==> src/rtl/edge_pkg.sv <==
`default_nettype none
// ============================================================================
// Module   : edge_pkg
// Purpose  : Shared types and constants for the streaming Sobel edge detector.
// Revision : 1.0 - initial release
// ============================================================================
package edge_pkg;

  typedef enum logic [1:0] {
    ST_IDLE = 2'd0,
    ST_FILL = 2'd1,
    ST_RUN  = 2'd2
  } state_t;

  // Gradient/magnitude types at the default 8-bit pixel width; the
  // parameterised datapath sizes its own copies from PIXEL_W.
  localparam int c_PIX_W_DEF = 8;
  typedef logic signed [c_PIX_W_DEF+2:0] grad_t;
  typedef logic        [c_PIX_W_DEF+2:0] mag_t;

  localparam logic [1:0] c_DIR_HORZ      = 2'd0;
  localparam logic [1:0] c_DIR_VERT      = 2'd1;
  localparam logic [1:0] c_DIR_DIAG_SAME = 2'd2;
  localparam logic [1:0] c_DIR_DIAG_OPP  = 2'd3;

endpackage
`default_nettype wire

==> src/rtl/sobel_kernel.sv <==
`default_nettype none
// ============================================================================
// Module   : sobel_kernel
// Purpose  : Combinational 3x3 Sobel operator; window row 0 is the top line,
//            column 0 the leftmost pixel.
// Revision : 1.0 - initial release
// ============================================================================
module sobel_kernel
  import edge_pkg::*;
#(
  parameter int PIXEL_W = 8
) (
  input  logic        [PIXEL_W-1:0] i_win [3][3],
  output logic signed [PIXEL_W+2:0] o_gx,
  output logic signed [PIXEL_W+2:0] o_gy
);

  localparam int GW = PIXEL_W + 3;

  logic signed [GW-1:0] w_p [3][3];

  always_comb begin
    for (int r = 0; r < 3; r++) begin
      for (int c = 0; c < 3; c++) begin
        w_p[r][c] = $signed({3'b000, i_win[r][c]});
      end
    end
  end

  assign o_gx = (w_p[0][2] + (w_p[1][2] <<< 1) + w_p[2][2])
              - (w_p[0][0] + (w_p[1][0] <<< 1) + w_p[2][0]);
  assign o_gy = (w_p[2][0] + (w_p[2][1] <<< 1) + w_p[2][2])
              - (w_p[0][0] + (w_p[0][1] <<< 1) + w_p[0][2]);

endmodule
`default_nettype wire

==> src/rtl/edge_stream_detector.sv <==
`default_nettype none
// ============================================================================
// Module   : edge_stream_detector
// Purpose  : Raster-stream Sobel edge detector with 2-stage result pipeline.
//            Optional direction output enabled by EDGE_STREAM_DIR_EN.
// Revision : 1.0 - initial release
// ============================================================================
module edge_stream_detector
  import edge_pkg::*;
#(
  parameter int PIXEL_W        = 8,
  parameter int MAX_LINE       = 64,
  parameter int THRESH_DEFAULT = 100
) (
  input  logic                          clk_i,
  input  logic                          rst_ni,
  input  logic                          start_i,
  input  logic [$clog2(MAX_LINE+1)-1:0] cfg_line_len_i,
  input  logic [PIXEL_W+2:0]            cfg_threshold_i,
  input  logic                          pix_valid_i,
  output logic                          pix_ready_o,
  input  logic [PIXEL_W-1:0]            pix_data_i,
  output logic                          out_valid_o,
  input  logic                          out_ready_i,
  output logic                          out_edge_o,
  output logic [PIXEL_W+2:0]            out_mag_o,
`ifdef EDGE_STREAM_DIR_EN
  output logic [1:0]                    out_dir_o,
`endif
  output logic                          busy_o
);

  localparam int LW = $clog2(MAX_LINE + 1);
  localparam int CW = (MAX_LINE > 1) ? $clog2(MAX_LINE) : 1;
  localparam int GW = PIXEL_W + 3;

  state_t               r_state;
  logic                 r_busy;
  logic [LW-1:0]        r_len;
  logic [GW-1:0]        r_thr;
  logic [CW-1:0]        r_col;
  logic [1:0]           r_row;
  logic [PIXEL_W-1:0]   r_lb0 [MAX_LINE];
  logic [PIXEL_W-1:0]   r_lb1 [MAX_LINE];
  logic [PIXEL_W-1:0]   r_win [3][3];
  logic                 r_win_vld, r_s1_vld, r_out_vld;
  logic signed [GW-1:0] r_gx, r_gy;
  logic [GW-1:0]        r_mag;
  logic                 r_edge;

  logic signed [GW-1:0] w_gx, w_gy;
  logic                 w_adv, w_accept, w_col_last, w_qual;
  logic [PIXEL_W-1:0]   w_top, w_mid;
  logic [GW-1:0]        w_ax, w_ay, w_mag;
  logic [GW:0]          w_sum;

  // The whole pipeline advances together whenever the output slot can move.
  assign w_adv       = !r_out_vld || out_ready_i;
  assign pix_ready_o = r_busy && !start_i && w_adv;
  assign w_accept    = pix_valid_i && pix_ready_o;
  assign w_col_last  = (LW'(r_col) == (r_len - LW'(1)));
  assign w_qual      = (r_row == 2'd2) && (r_col >= CW'(2));
  assign w_top       = r_lb1[r_col];
  assign w_mid       = r_lb0[r_col];

  always_ff @(posedge clk_i or negedge rst_ni) begin
    if (!rst_ni) begin
      r_state <= ST_IDLE;
      r_busy  <= 1'b0;
      r_len   <= LW'(MAX_LINE);
      r_thr   <= GW'(THRESH_DEFAULT);
      r_col   <= '0;
      r_row   <= '0;
    end else if (start_i) begin
      r_state <= ST_FILL;
      r_busy  <= 1'b1;
      r_len   <= cfg_line_len_i;
      r_thr   <= cfg_threshold_i;
      r_col   <= '0;
      r_row   <= '0;
    end else if (w_accept) begin
      if (r_state == ST_FILL && w_qual) begin
        r_state <= ST_RUN;
      end
      if (w_col_last) begin
        r_col <= '0;
        if (r_row != 2'd2) begin
          r_row <= r_row + 2'd1;
        end
      end else begin
        r_col <= r_col + CW'(1);
      end
    end
  end

  // After a shift the window holds rows r-2..r and columns c-2..c.
  always_ff @(posedge clk_i) begin
    if (w_accept) begin
      r_lb1[r_col] <= w_mid;
      r_lb0[r_col] <= pix_data_i;
      for (int r = 0; r < 3; r++) begin
        r_win[r][0] <= r_win[r][1];
        r_win[r][1] <= r_win[r][2];
      end
      r_win[0][2] <= w_top;
      r_win[1][2] <= w_mid;
      r_win[2][2] <= pix_data_i;
    end
  end

  sobel_kernel #(
    .PIXEL_W (PIXEL_W)
  ) u_sobel (
    .i_win (r_win),
    .o_gx  (w_gx),
    .o_gy  (w_gy)
  );

  assign w_ax  = r_gx[GW-1] ? $unsigned(-r_gx) : $unsigned(r_gx);
  assign w_ay  = r_gy[GW-1] ? $unsigned(-r_gy) : $unsigned(r_gy);
  assign w_sum = {1'b0, w_ax} + {1'b0, w_ay};
  assign w_mag = w_sum[GW] ? {GW{1'b1}} : w_sum[GW-1:0];

`ifdef EDGE_STREAM_DIR_EN
  logic [1:0] w_dir, r_dir;

  always_comb begin
    w_dir = c_DIR_DIAG_OPP;
    if (w_ay <= (w_ax >> 1)) begin
      w_dir = c_DIR_HORZ;
    end else if (w_ax <= (w_ay >> 1)) begin
      w_dir = c_DIR_VERT;
    end else if (r_gx[GW-1] == r_gy[GW-1]) begin
      w_dir = c_DIR_DIAG_SAME;
    end
  end

  assign out_dir_o = r_dir;
`endif

  always_ff @(posedge clk_i or negedge rst_ni) begin
    if (!rst_ni) begin
      r_win_vld <= 1'b0;
      r_s1_vld  <= 1'b0;
      r_out_vld <= 1'b0;
      r_gx      <= '0;
      r_gy      <= '0;
      r_mag     <= '0;
      r_edge    <= 1'b0;
`ifdef EDGE_STREAM_DIR_EN
      r_dir     <= c_DIR_HORZ;
`endif
    end else if (start_i) begin
      r_win_vld <= 1'b0;
      r_s1_vld  <= 1'b0;
      r_out_vld <= 1'b0;
    end else if (w_adv) begin
      r_win_vld <= w_accept && w_qual;
      r_s1_vld  <= r_win_vld;
      r_out_vld <= r_s1_vld;
      if (r_win_vld) begin
        r_gx <= w_gx;
        r_gy <= w_gy;
      end
      if (r_s1_vld) begin
        r_mag  <= w_mag;
        r_edge <= (w_mag > r_thr);
`ifdef EDGE_STREAM_DIR_EN
        r_dir  <= w_dir;
`endif
      end
    end
  end

  assign out_valid_o = r_out_vld;
  assign out_edge_o  = r_edge;
  assign out_mag_o   = r_mag;
  assign busy_o      = r_busy;

endmodule
`default_nettype wire

==> config.mk <==
export PLATFORM = sky130hd
export DESIGN_NAME = edge_stream_detector
export DESIGN_NICKNAME = d
export VERILOG_FILES = /design/src/rtl/edge_pkg.sv /design/src/rtl/sobel_kernel.sv /design/src/rtl/edge_stream_detector.sv
export SDC_FILE = /design/constraint.sdc
export NUM_CORES = 1
export LEC_CHECK = 0
export CAP_MARGIN = 20
export CELL_PAD_IN_SITES_DETAIL_PLACEMENT = 0
export CELL_PAD_IN_SITES_GLOBAL_PLACEMENT = 1
export CORE_MARGIN = 4
export CORE_UTILIZATION = 41
export DETAILED_ROUTE_END_ITERATION = 8
export GPL_TIMING_DRIVEN = 0
export HOLD_SLACK_MARGIN = 0.02
export PLACE_DENSITY = 0.68
export REMOVE_ABC_BUFFERS = 1
export SETUP_SLACK_MARGIN = 0.1
export SYNTH_ARGS = -nofsm -noshare
export SYNTH_HDL_FRONTEND = slang
export SYNTH_SLANG_ARGS = --single-unit
==> constraint.sdc <==
create_clock -name clk_i -period 6.28 [get_ports clk_i]
set_input_delay 0.942 -clock clk_i [delete_from_list [all_inputs] [get_ports clk_i]]
set_output_delay 0.942 -clock clk_i [all_outputs]
set_load 0.01 [all_outputs]
==> results.cfg <==
[final_layout]
fill_cells = 9589
layout_commonest_cell = edfxtp_1
area_growth_pct = 15.6
fin_cells = 4624
layout_common_cells = edfxtp_1 (1,096), nor2_1 (138), a21oi_1 (137)
drive_gt1_share_pct = 18.1
nets = 3159
postLayoutCoreUtil_pct = 47.9
seq_area_um2 = 34500
multiInputGateArea_um2 = 12800

[timing]
max_clock_freq_ghz = 0.197
slew_headroom_pct = 29.8
finalSetupTns_ns = 0
hold_ws_ns = 0.342
finalClockSkew_ns = 0.0500
period_needed_ns = 5.08
setup_viol = 0
rsz0062_at_grt = no
slew_violations = 0
worst_pin_slew_ns = 1.05
layout_worst_path_cycle_share_pct = 80.9
final-hold-violation-count = 0

[detailed_routing]
wl_per_cell_um = 27.4
postRouteAntennaNets = 0
vias_per_cell = 5.83
vias = 27000
drtIter0Drc = 2958
drc = 0
drtPass1Iterations = 5
wirelength_um = 127000

[worst_setup_path]
endpoint_kind = flop
worstSetupPathType = reg -> reg
crit_arrival_ns = 5.67
critPathRequiredTime_ns = 6.88
slowest_delay_ns = 0.75
start_kind = flop
path_max_fanout = 15
path_common_cell = o21ai_0
critPathSlowestCell = a211oi_2
cp_cell_sequence = nor2_1 > nand3_1 > o41ai_1 > xnor2_1 > ha_1 > and3_1 > o21a_1 > a21oi_1 > nor3_1 > a211oi_2 > o21ai_0 > ha_1 > o21a_1 > o21ai_0 > a31oi_1 > o21ai_0 > nor4b_1 > o41ai_1

[synthesis]
ys_ff_latch = 1160
synth_top_area_share_pct = 68.2
synth_edf_count = 1096
synthFlopType = edfxtp_1
netlist_instances = 2890
synth_area_leaders = edfxtp_1 (68%), mux4_2 (4.8%), dfrtp_1 (3.1%), mux2i_1 (2.4%), ha_1 (2.0%)
ys_warn_count = 0
synth_seq_area_share_pct = 71.5
yosysUniqueCellTypes = 74
syn_area_um2 = 48300
async_flop_share_pct = 5.52
synth_top_cell_by_area = edfxtp_1
avgSynthCellArea_um2 = 16.7

[run_status]
outcome = completed

[clocking]
clk_pin_slew_ns = 0.06
cts_hold_buf = 0
cts-resized-gates = 0
cts_sinks = 1160
clk-insertion-delay-late_ns = 0.72
htreeDepth = 3
tritoncts = yes
clk_path_buf_depth = 3
cts_inserted_buffers = 116
post-cts-setup-buffer-count = 0
cts-root-buf = clkbuf_16

[power]
peakVddDrop_mv = 0.234
power_density_nw_per_um2 = 322
p_total_mw = 17.9
leakage_nw = 18.4

[floorplan]
die_area_um2 = 123000
die_h_um = 351
die_x_um = 351
rows = 125
io_pins = 46
coreArea_um2 = 117000
start_util_pct = 41.4

[global_route]
grt_usage_pct = 20.5
grt_pass1_wl_um = 185000
antenna_found_initial = 8
grt_max_degree = 73
grt_pass1_vias = 27100
overflow = 0

[run]
maxCapViolCount = 0

[placement]
place.detailed.hpwl_um = 83300
port_buffers = 45
gp_congestion = 0.815
placed_cells = 4413

[worst_hold_path]
hold_class = in -> async
## kinds of logic (layout without fill, tap and decap cells)
kind of cell / after synthesis / count (layout) / synth area share, %
simple gates: 430 / 430 / 4.00
flops: 1160 / 1160 / 71.5
buf+inv: 255 / 462 / 2.56
fa+ha+maj: 120 / 120 / 3.76
xor+xnor: 63 / 63 / 1.14
compound gates: 574 / 574 / 8.18
other cells: 0 / 3 / 0
mux: 288 / 288 / 8.84
## routing by layer
layer	share of wire, %	up-vias	GRT usage (%)
met5	0.027	-	0
met4	4.0	6	7.69
met3	8.1	259	3.63
met2	48	1249	33.9
met1	40	13800	27.3
li1	-	11600	-
## Yosys cell counts, types with 42 or more instances
cell type	count
o22ai_1	55
edfxtp_1	1096
mux2i_1	114
ha_1	78
inv_1	92
nand2_1	106
o21ai_0	80
dfrtp_1	60
fa_1	42
a221oi_1	79
nor2_1	206
clkbuf_1	52
mux2_2	64
a21oi_1	137
buf_2	52
mux4_2	102
a22oi_1	60
## metrics by stage
step	area (um2)	setup WS [ns]
floorplan	47400	-5.45
global placement	49700	-20.80
detailed placement	52200	0.827
CTS	55800	1.13
global route	55800	0.620
finish	55800	1.20
## layout make-up
cell class	instances	area share [%]
clock inverters	64	0.859
flip-flops and latches	1160	61.9
repair buffers	161	4.82
diodes	3	0.0135
well taps	1524	3.42
clock buffers	143	5.46
inverters	94	0.637
multi-input cells	1475	22.9
## where the power goes
group	internal (mW)	total (mW)	switching [mW]
Clock	3.59	6.46	2.86
Combinational	1.00	2.69	1.69
Sequential	8.73	8.79	0.0596
Total	13.3	17.9	4.61
## worst paths after layout
| path | to | cells past startpoint | slack (ns) | startpoint |
|---|---|---|---|---|
| setup / recovery | out_edge_o | 18 | 1.20 | r_gx[2] |
| hold / removal | out_mag_o[6] | 1 | 0.34 | rst_ni |
| setup reg to reg | out_edge_o | 18 | 1.20 | r_gx[2] |
| hold reg to reg | r_win[40] | 0 | 0.41 | r_win[32] |
| max in group asynchronous | r_col[2] | 1 | 5.29 | rst_ni |
| min in group clk_i | r_win[40] | 0 | 0.41 | r_win[32] |
## flip-flops by register name (all words and copies together), names as in the netlist
register / flops
r_len: 7
r_lb1: 512
out_valid_o: 1
out_mag_o: 11
r_lb0: 512
r_thr: 11
r_gx: 11
r_gy: 11
out_edge_o: 1
r_win: 72
busy_o: 1
r_row: 2
r_win_vld: 1
r_col: 6
r_s1_vld: 1
## critical path: cells and delay by family, from the launching register on
family                   cells  cell delay [ns]
AO/OA/AOI/OAI               10             2.69
XOR/XNOR                     1             0.17
adder cells (fa/ha/maj)      2             0.75
flip-flops                   1             0.42
AND/OR/NAND/NOR              5             0.94
No activity file was read; power rests on OpenSTA's default activity.
